===== src/rtl/program_loader_pkg.sv =====
// program_loader_pkg: frame header byte and loader FSM states
package program_loader_pkg;
  localparam logic [7:0] HEADER_BYTE = 8'hA5;
  typedef enum logic [2:0] {IDLE, COUNT, DATA, WRITE, CHECK, RUN, ERROR} state_t;
endpackage


===== src/rtl/program_loader_word_assembler.sv =====
// program_loader_word_assembler: shifts LSB-first bytes into 32-bit words and keeps a running XOR checksum
module program_loader_word_assembler (
  input  logic        clk,
  input  logic        rst,
  input  logic        clear,
  input  logic        en,
  input  logic [7:0]  byte_in,
  output logic [31:0] word,
  output logic        done,
  output logic [7:0]  csum
);
  logic [1:0]  idx;
  logic [23:0] lanes;
  assign word = {byte_in, lanes};
  assign done = en && idx == 2'd3;
  always_ff @(posedge clk)
    if (rst || clear) begin
      idx   <= '0;
      lanes <= '0;
      csum  <= '0;
    end else if (en) begin
      idx   <= idx + 2'd1;
      lanes <= {byte_in, lanes[23:8]};
      csum  <= csum ^ byte_in;
    end
endmodule


===== src/rtl/program_loader.sv =====
// program_loader: receives a framed byte stream, writes instruction memory, then enables the core on a good checksum
module program_loader
  import program_loader_pkg::*;
#(
  parameter int         ADDRESS_BITS = 5,
  parameter logic [7:0] HEADER       = HEADER_BYTE
) (
  input  logic                    CLK,
  input  logic                    RST,
  input  logic [7:0]              BYTE_IN,
  input  logic                    BYTE_VALID,
  output logic                    BYTE_READY,
  output logic                    W_EN,
  output logic [31:0]             W_INSTRUCTION,
  output logic [ADDRESS_BITS-1:0] ADDRESS,
  output logic                    R_EN,
  output logic                    BUSY,
  output logic                    ERR
);
  localparam int DEPTH = 2 ** ADDRESS_BITS;
  localparam int CW    = ADDRESS_BITS + 1;
  state_t        state, nxt;
  logic [CW-1:0] n, cnt, cnt_inc;
  logic [31:0]   word;
  logic [7:0]    csum;
  logic          take, clear, done, hdr;
  assign take    = BYTE_VALID && BYTE_READY;
  assign hdr     = take && BYTE_IN == HEADER;
  assign clear   = take && state == COUNT;
  assign cnt_inc = cnt + 1'b1;
  program_loader_word_assembler u_asm (
    .clk(CLK), .rst(RST), .clear(clear), .en(take && state == DATA),
    .byte_in(BYTE_IN), .word(word), .done(done), .csum(csum)
  );
  always_comb begin
    nxt = state;
    case (state)
      IDLE:       nxt = hdr ? COUNT : IDLE;
      COUNT:      if (take) nxt = (BYTE_IN == 8'd0 || {1'b0, BYTE_IN} > 9'(DEPTH)) ? ERROR : DATA;
      DATA:       nxt = done ? WRITE : DATA;
      WRITE:      nxt = cnt_inc == n ? CHECK : DATA;
      CHECK:      if (take) nxt = BYTE_IN == csum ? RUN : ERROR;
      RUN, ERROR: nxt = hdr ? COUNT : state;
      default:    nxt = IDLE;
    endcase
  end
  always_ff @(posedge CLK)
    if (RST) begin
      state         <= IDLE;
      BYTE_READY    <= 1'b1;
      W_EN          <= 1'b0;
      W_INSTRUCTION <= '0;
      ADDRESS       <= '0;
      R_EN          <= 1'b0;
      BUSY          <= 1'b0;
      ERR           <= 1'b0;
      n             <= '0;
      cnt           <= '0;
    end else begin
      state      <= nxt;
      BYTE_READY <= nxt != WRITE;
      W_EN       <= done;
      R_EN       <= nxt == RUN;
      ERR        <= nxt == ERROR;
      BUSY       <= nxt inside {COUNT, DATA, WRITE, CHECK};
      if (done) W_INSTRUCTION <= word;
      if (clear) begin
        n       <= CW'(BYTE_IN);
        cnt     <= '0;
        ADDRESS <= '0;
      end
      // the wide counter ends an N==DEPTH frame without the address wrapping
      if (state == WRITE) begin
        cnt <= cnt_inc;
        if (cnt_inc != n) ADDRESS <= ADDRESS + 1'b1;
      end
    end
endmodule

===== config.mk =====
export PLATFORM = sky130hd
export DESIGN_NAME = program_loader
export DESIGN_NICKNAME = d
export VERILOG_FILES = /design/src/rtl/program_loader_pkg.sv /design/src/rtl/program_loader_word_assembler.sv /design/src/rtl/program_loader.sv
export SDC_FILE = /design/constraint.sdc
export NUM_CORES = 1
export LEC_CHECK = 0
export BUFFER_PORTS_ARGS = -buffer_cell sky130_fd_sc_hd__buf_2
export CAP_MARGIN = 20
export CORE_MARGIN = 8
export CORE_UTILIZATION = 60
export DETAILED_ROUTE_END_ITERATION = 12
export HOLD_SLACK_MARGIN = 0.06
export PLACE_DENSITY = 0.83
export SETUP_SLACK_MARGIN = 0.5
export SYNTH_ARGS = -nofsm -noshare
export SYNTH_HDL_FRONTEND = slang
export SYNTH_SLANG_ARGS = --single-unit

===== constraint.sdc =====
create_clock -name CLK -period 4.4 [get_ports CLK]
set_input_delay 0.22 -clock CLK [delete_from_list [all_inputs] [get_ports CLK]]
set_output_delay 0.22 -clock CLK [all_outputs]
set_load 0.01 [all_outputs]

# --- Yosys cells after proc, flatten, opt, wreduce, memory -nomap -nowiden ---
# Cells that the tools add are included.
classes:
  addsub: 3
  n_lt_le_gt_ge: 1
  n_eq_ne: 18
  n_mux: 14
  bitwise: 1
  reduce_logical: 12
ops:
  columns: ["op", "n"]
  rows:
  - ["3-bit equality test, second input constant", 6]
  - ["3-bit one-hot mux with 6 select lines", 1]
  - ["3-bit two-way mux", 5]
  - ["5-bit two-way mux", 3]
  - ["3-bit by 2-bit equality test with 1-bit output, second input constant", 4]
  - ["6-bit two-way mux", 2]
  - ["8-bit equality test", 1]
  - ["8-bit equality test, second input constant", 1]
  - ["8-bit by 6-bit greater-than comparator with 1-bit output, second input constant", 1]
  - ["8-bit logical NOT", 1]
  - ["8-bit bitwise XOR", 1]
  - ["6-bit by 1-bit adder with 6-bit output, second input constant", 1]
  - ["3-bit by 1-bit equality test with 1-bit output, second input constant", 2]
  - ["6-bit equality test", 1]
  - ["6-bit inequality test", 1]
  - ["5-bit by 1-bit adder with 5-bit output, second input constant", 1]
  - ["1-bit logical AND", 5]
  - ["4-bit nonzero test", 1]
  - ["3-bit logical NOT", 1]
  - ["3-bit by 2-bit inequality test with 1-bit output, second input constant", 1]
  - ["2-bit by 1-bit adder with 2-bit output, second input constant", 1]
  - ["2-bit equality test, second input constant", 1]
  - ["1-bit logical OR", 2]
  - ["1-bit two-way mux", 2]
  - ["other kinds (3)", 3]
totals:
  register_bits: 91
  in_bits: 11
  output_inout_bits: 42
  elab_cells: 62

# --- Longest topological paths before layout ---
depth:
  word_depth: 7
  mapped_depth: 7

# --- Cells and area by module ---
# Synthesis repeated with hierarchy kept, for this count alone.
hier_totals:
  hier_cells: 400
  hier_area_um2: 3876.2
by_module_without_submodules:
  columns: ["mod", "n_inst", "cells_per_inst", "area_per_inst_um2"]
  rows:
  - ["program_loader", 1, 270, 2468.6]
  - ["program_loader_word_assembler", 1, 130, 1407.6]

# --- Worst setup path after synthesis ---
# Ideal clock, no wire load.
synth_path:
  path_type: "reg2reg"
  from: "reg cnt[0]"
  to: "reg ADDRESS[2]"
  setup_time_ns: 0.087
  arrival_time_ns: 1.735
  required_time_ns: 4.313
  path_slack_ns: 2.578
  stages_incl_launch_ff: 8
  path_buffers: 0
  cell_sequence: "dfxtp_1 ha_1 xor2_1 o211ai_1 mux2i_1 o41ai_4 or2_2 o31ai_1"
synth_via:
  elab_chain_len: 4
synth_lines:
  columns: ["element", "line_no", "text"]
  rows:
  - ["from (decl)", "program_loader.sv:23", "logic [CW-1:0] n, cnt, cnt_inc;"]
  - ["from (signal assigned)", "program_loader.sv:74", "cnt <= cnt_inc;"]
  - ["6-bit by 1-bit adder with 6-bit output", "program_loader.sv:30", "assign cnt_inc = cnt + 1'b1;"]
  - ["6-bit inequality test", "program_loader.sv:75", "if (cnt_inc != n) ADDRESS <= ADDRESS + 1'b1;"]
  - ["5-bit two-way mux", "program_loader.sv:75", null]
  - ["5-bit two-way mux", "program_loader.sv:73", "if (state == WRITE) begin"]
  - ["to (signal assigned)", "program_loader.sv:75", null]
  - ["to (decl)", "program_loader.sv:15", "output logic [ADDRESS_BITS-1:0] ADDRESS,"]
# Every way passes these cells.
# A chain may end at the register's enable or synchronous reset.

# --- Final worst setup path ---
layout_path:
  from: "reg cnt[0]"
  to: "reg BUSY"
layout_via:
  elab_chain_len: 6
  word_cells_on_any_way: 9
  cone_classes: "add/sub (1); eq/ne (5); mux (2); reduce/logical (1)"
layout_lines:
  columns: ["element", "line_no", "text"]
  rows:
  - ["6-bit by 1-bit adder with 6-bit output *", "program_loader.sv:30", null]
  - ["6-bit equality test *", "program_loader.sv:41", "WRITE: nxt = cnt_inc == n ? CHECK : DATA;"]
  - ["3-bit two-way mux *", "program_loader.sv:41", null]
  - ["3-bit one-hot mux with 6 select lines *", "program_loader.sv:37", "case (state)"]
  - ["3-bit by 1-bit equality test with 1-bit output, or another cell as far along", "program_loader.sv:65", "BUSY <= nxt inside {COUNT, DATA, WRITE, CHECK};"]
  - ["4-bit nonzero test *", "program_loader.sv:65", null]
  - ["to (signal assigned)", "program_loader.sv:65", null]
  - ["to (decl)", "program_loader.sv:17", "output logic BUSY,"]
# Mark *: on every way between the ends. The rest lies on a longest branch, timed or not.

==> metrics.md <==
| Metric | Value |
|---|---|
| Worst-margin pin slew | 918.7 ps |
| Max Root-Sink Buffers | 2 |
| CP endpoint kind | flop |
| Pwr dens | 340.1 mW/mm^2 |
| Rows | 28 |
| Num CTS Buffers | 9 |
| Period utilisation layout | 49.49% |
| Total power | around 1400 uW |
| Initial antenna violation count | 0 |
| DIE AREA | 0.008847 mm^2 |
| Initial Util | about three fifths |
| Core area | 0.005921 mm^2 |
| Reg2reg start | cnt[0]$_SDFFE_PP0P_ |
| Remaining global-route overflow | 0 |
| Worst EP arrival | between 2000 and 2500 ps |
| Max IR drop VDD | 0.0002290 V |
| Layout net count | 504 |
| End point of the worst hold path | W_INSTRUCTION[28]$_SDFFE_PP0N_ |
| Outcome | finished, final reports clean |
| Routed len/inst | 14.38 um |
| First-pass GRT wire length | 13940 um |
| F_max | 459.2 MHz |
| Syn Area/Cell | 8.124 um^2 |
| Synth Cell Area | 0.003656 mm^2 |
| CP Class | flop to flop |
| Synth Register Bits | 91 |
| Sequential area share after synthesis | 49.83% |
| Final core utilization | 70.44% |
| M1 GR Usage | 24.56% |
| GRT met2 Usage | 31.21% |
| Warnings from Yosys | 0 |
| Setup repair bufs after CTS | 0 |
| CTS Hold Bufs | 0 |
| GRT busiest layer | met2 |
| Ant diodes | 0 |
| Vias in the first global route | 2977 |
| Worst Reg-to-Reg Cells | 7 |
| Slowest Stage Delay on Critical Path | approximately 540 ps |
| Normalized max-slew margin | 38.75% |
| Worst Skew | 11.87 ps |
| CTS clk-pin slew, worst paths | 90 ps |
| Critical Path Slowest Stage Cell | o41ai_4 |
| Hold Path Class | input port to flop |
| LEAKAGE | 0.001580 uW |
| Cell variety after synth | 39 |
| Post-synth ARST share | 0% |
| Antenna Nets Post-Route | 0 |
| Final setup viols | 0 |
| CP Max Fanout | 10 |
| R2R setup slack | between 2000 and 2500 ps |
| Fillers | 467 |
| Layout cell share with drive strength beyond 1 | 15.96% |
| Reg2reg end | BUSY$_SDFF_PP0_ |
| Dpl hpwl | ~5600 um |
| RSZ-0062 raised after global routing | no |
| H-tree level count | 3 |
| Pre-antenna DRT Iters | 4 |
| Largest net degree at the start of global routing | 55 |
| Most used cell, CP | mux2i_1 |
| Final TNS setup | 0 ps |
| IO Pins | 53 |
| Die X | 94.06 um |
| CP Data Required Time | 4630 ps |
| Syn-to-layout area delta | 14.07% |
| Total Wirelength | 8197 um |
| DRC viols | 0 |
| Fin area | about 0.0042 mm^2 |
| DR vias/cell | 5.537 |
| Starting DRC count in detailed routing | 198 |
| Synth Net Count | 464 |
| TritonCTS clock tree | done |
| Post-Synthesis Cells | 450 |
| Final-report hold violation count | 0 |
| Maximum Capacitance Violations | 0 |
| GPL Wtd Cong | 0.8429 |
| Post-CTS sizing | 0 |
| Placed cell area | between 0.003 and 0.004 mm^2 |
| Root Driver | clkbuf_8 |
| EDFF count, synth | 0 |
| Total Routing Usage GR | 19.41% |
| Min-Delay Path Depth | 3 |
| Clock latency at the later pin of the worst-skew pair | 360 ps |
| Startpoint Class | flop |
| Worst-path cell chain | ha_1, xor2_1, o211ai_1, mux2i_1, o41ai_4, nand3_1, mux2i_1 |
| GR Util met3 | 4.556% |
| Final min period | around 2200 ps |
| Clk sink count | slightly above 90 |
| Main synth FF type | dfxtp_1 |
| Hold Startpoint | BYTE_IN[4] |
| Via count | 3156 |
| Die height | 94.06 um |
| Final max-slew violation count | 0 |
| I/O Buffers | 52 |
-- cell usage in the layout, fill, tap and decap left out, types with 3 or more instances in the layout --
cell type  netlist  layout
or3_1            5       5
nand3b_1         6       6
o21ai_0          7       7
clkbuf_8         0      10
nor2_1          24      23
nand3_1          9       9
o211ai_1         4       4
ha_1             3       3
nand4_1          3       3
xor2_1          16      16
buf_2            1      52
or2_2            4       4
nand2_1        132     132
a21oi_1         74      74
inv_1            5       5
xnor2_1         12      12
dfxtp_1         91      91
-- metal layers --
| metal | share of wire, % | vias to the layer above |
|---|---|---|
| met5 | 0 | - |
| met4 | 1.0 | 0 |
| met3 | 7.2 | 8 |
| met2 | 48 | 91 |
| met1 | 44 | 1484 |
| li1 | - | 1573 |
-- power breakdown --
part / switching, uW / internal (uW) / total (uW)
registers: 0.171 / 823 / 823
clock network: 280 / 278 / 558
logic: 25.8 / 11.4 / 37.2
-- area by class of cell --
cell class | instances | area, um^2 | share of cell area [%]
Clock buffer | 12 | 145.1 | 3.480
Clock inverter | 4 | 50.05 | 1.200
Inverter | 5 | 18.77 | 0.4500
Multi-Input combinational cell | 327 | 1715 | 41.13
Sequential cell | 91 | 1822 | 43.68
Tap cell | 75 | 93.84 | 2.250
Timing Repair Buffer | 56 | 325.3 | 7.801
-- stage by stage --
step                      worst slack [ps]  hold slack [ps]  cells
after floorplan                       2578            356.0    450
after global placement                2147            440.0    551
after detailed placement              2115            445.8    552
after CTS                             2081            155.4    568
after global routing                  2025            146.1    570
final                                 2222            163.8    570
-- kinds of logic (layout without fill, tap and decap cells) --
kind of cell | Yosys count | count (layout) | share of synthesized area [%]
xor gates and xnor gates | 28 | 28 | 6.708
AOI/OAI and AO/OA | 93 | 93 | 14.07
DFF | 91 | 91 | 49.83
muxes | 2 | 2 | 0.5476
buffers and inverters | 32 | 77 | 3.319
adders and majority gates | 4 | 4 | 1.301
and+or+nand+nor | 200 | 200 | 24.23
-- registers in the layout (all words and copies together) (netlist names) --
register,flops
W_INSTRUCTION,32
u_asm.lanes,24
u_asm.csum,8
cnt,6
n,6
ADDRESS,5
state,3
u_asm.idx,2
BUSY,1
BYTE_READY,1
ERR,1
R_EN,1
W_EN,1
-- cell usage after synthesis, drive strengths merged (3+ instances only) --
cell / count / area, um^2
nand2: 132 / 495.5
o211ai: 4 / 30.03
inv: 5 / 18.77
nor3b: 3 / 27.52
clkbuf: 25 / 93.84
or3: 6 / 42.54
nor4: 3 / 25.02
o21ai: 9 / 45.04
nand3b: 6 / 45.04
nand4: 3 / 18.77
xnor2: 12 / 105.1
or2: 4 / 25.02
ha: 3 / 37.54
nor2: 24 / 90.09
xor2: 16 / 140.1
dfxtp: 91 / 1822
nand3: 9 / 45.04
a21oi: 74 / 370.4
-- critical path: cells and delay by family (launching register included) --
family                   cells  cell delay (ps)
adder cells (fa/ha/maj)      1              290
AO/OA/AOI/OAI                2              730
XOR/XNOR                     1              160
multiplexers                 2              310
AND/OR/NAND/NOR              1              200
flip-flops                   1              370
-- worst max-delay path by stage --
| stage | start | to | slack (ps) | depth (start not counted) |
|---|---|---|---|---|
| floorplan | cnt[0]$_SDFFE_PP0P_ | ADDRESS[2]$_SDFF_PP0_ | 2580 | 7 |
| global placement | state[1]$_SDFF_PP0_ | BUSY$_SDFF_PP0_ | 2150 | 6 |
| detailed placement | state[1]$_SDFF_PP0_ | BYTE_READY$_SDFF_PP1_ | 2110 | 6 |
| CTS | state[1]$_SDFF_PP0_ | BYTE_READY$_SDFF_PP1_ | 2080 | 6 |
| global route | cnt[0]$_SDFFE_PP0P_ | BUSY$_SDFF_PP0_ | 2030 | 7 |
| finish | cnt[0]$_SDFFE_PP0P_ | BUSY$_SDFF_PP0_ | 2220 | 7 |
No activity file was read; power rests on OpenSTA's default activity.
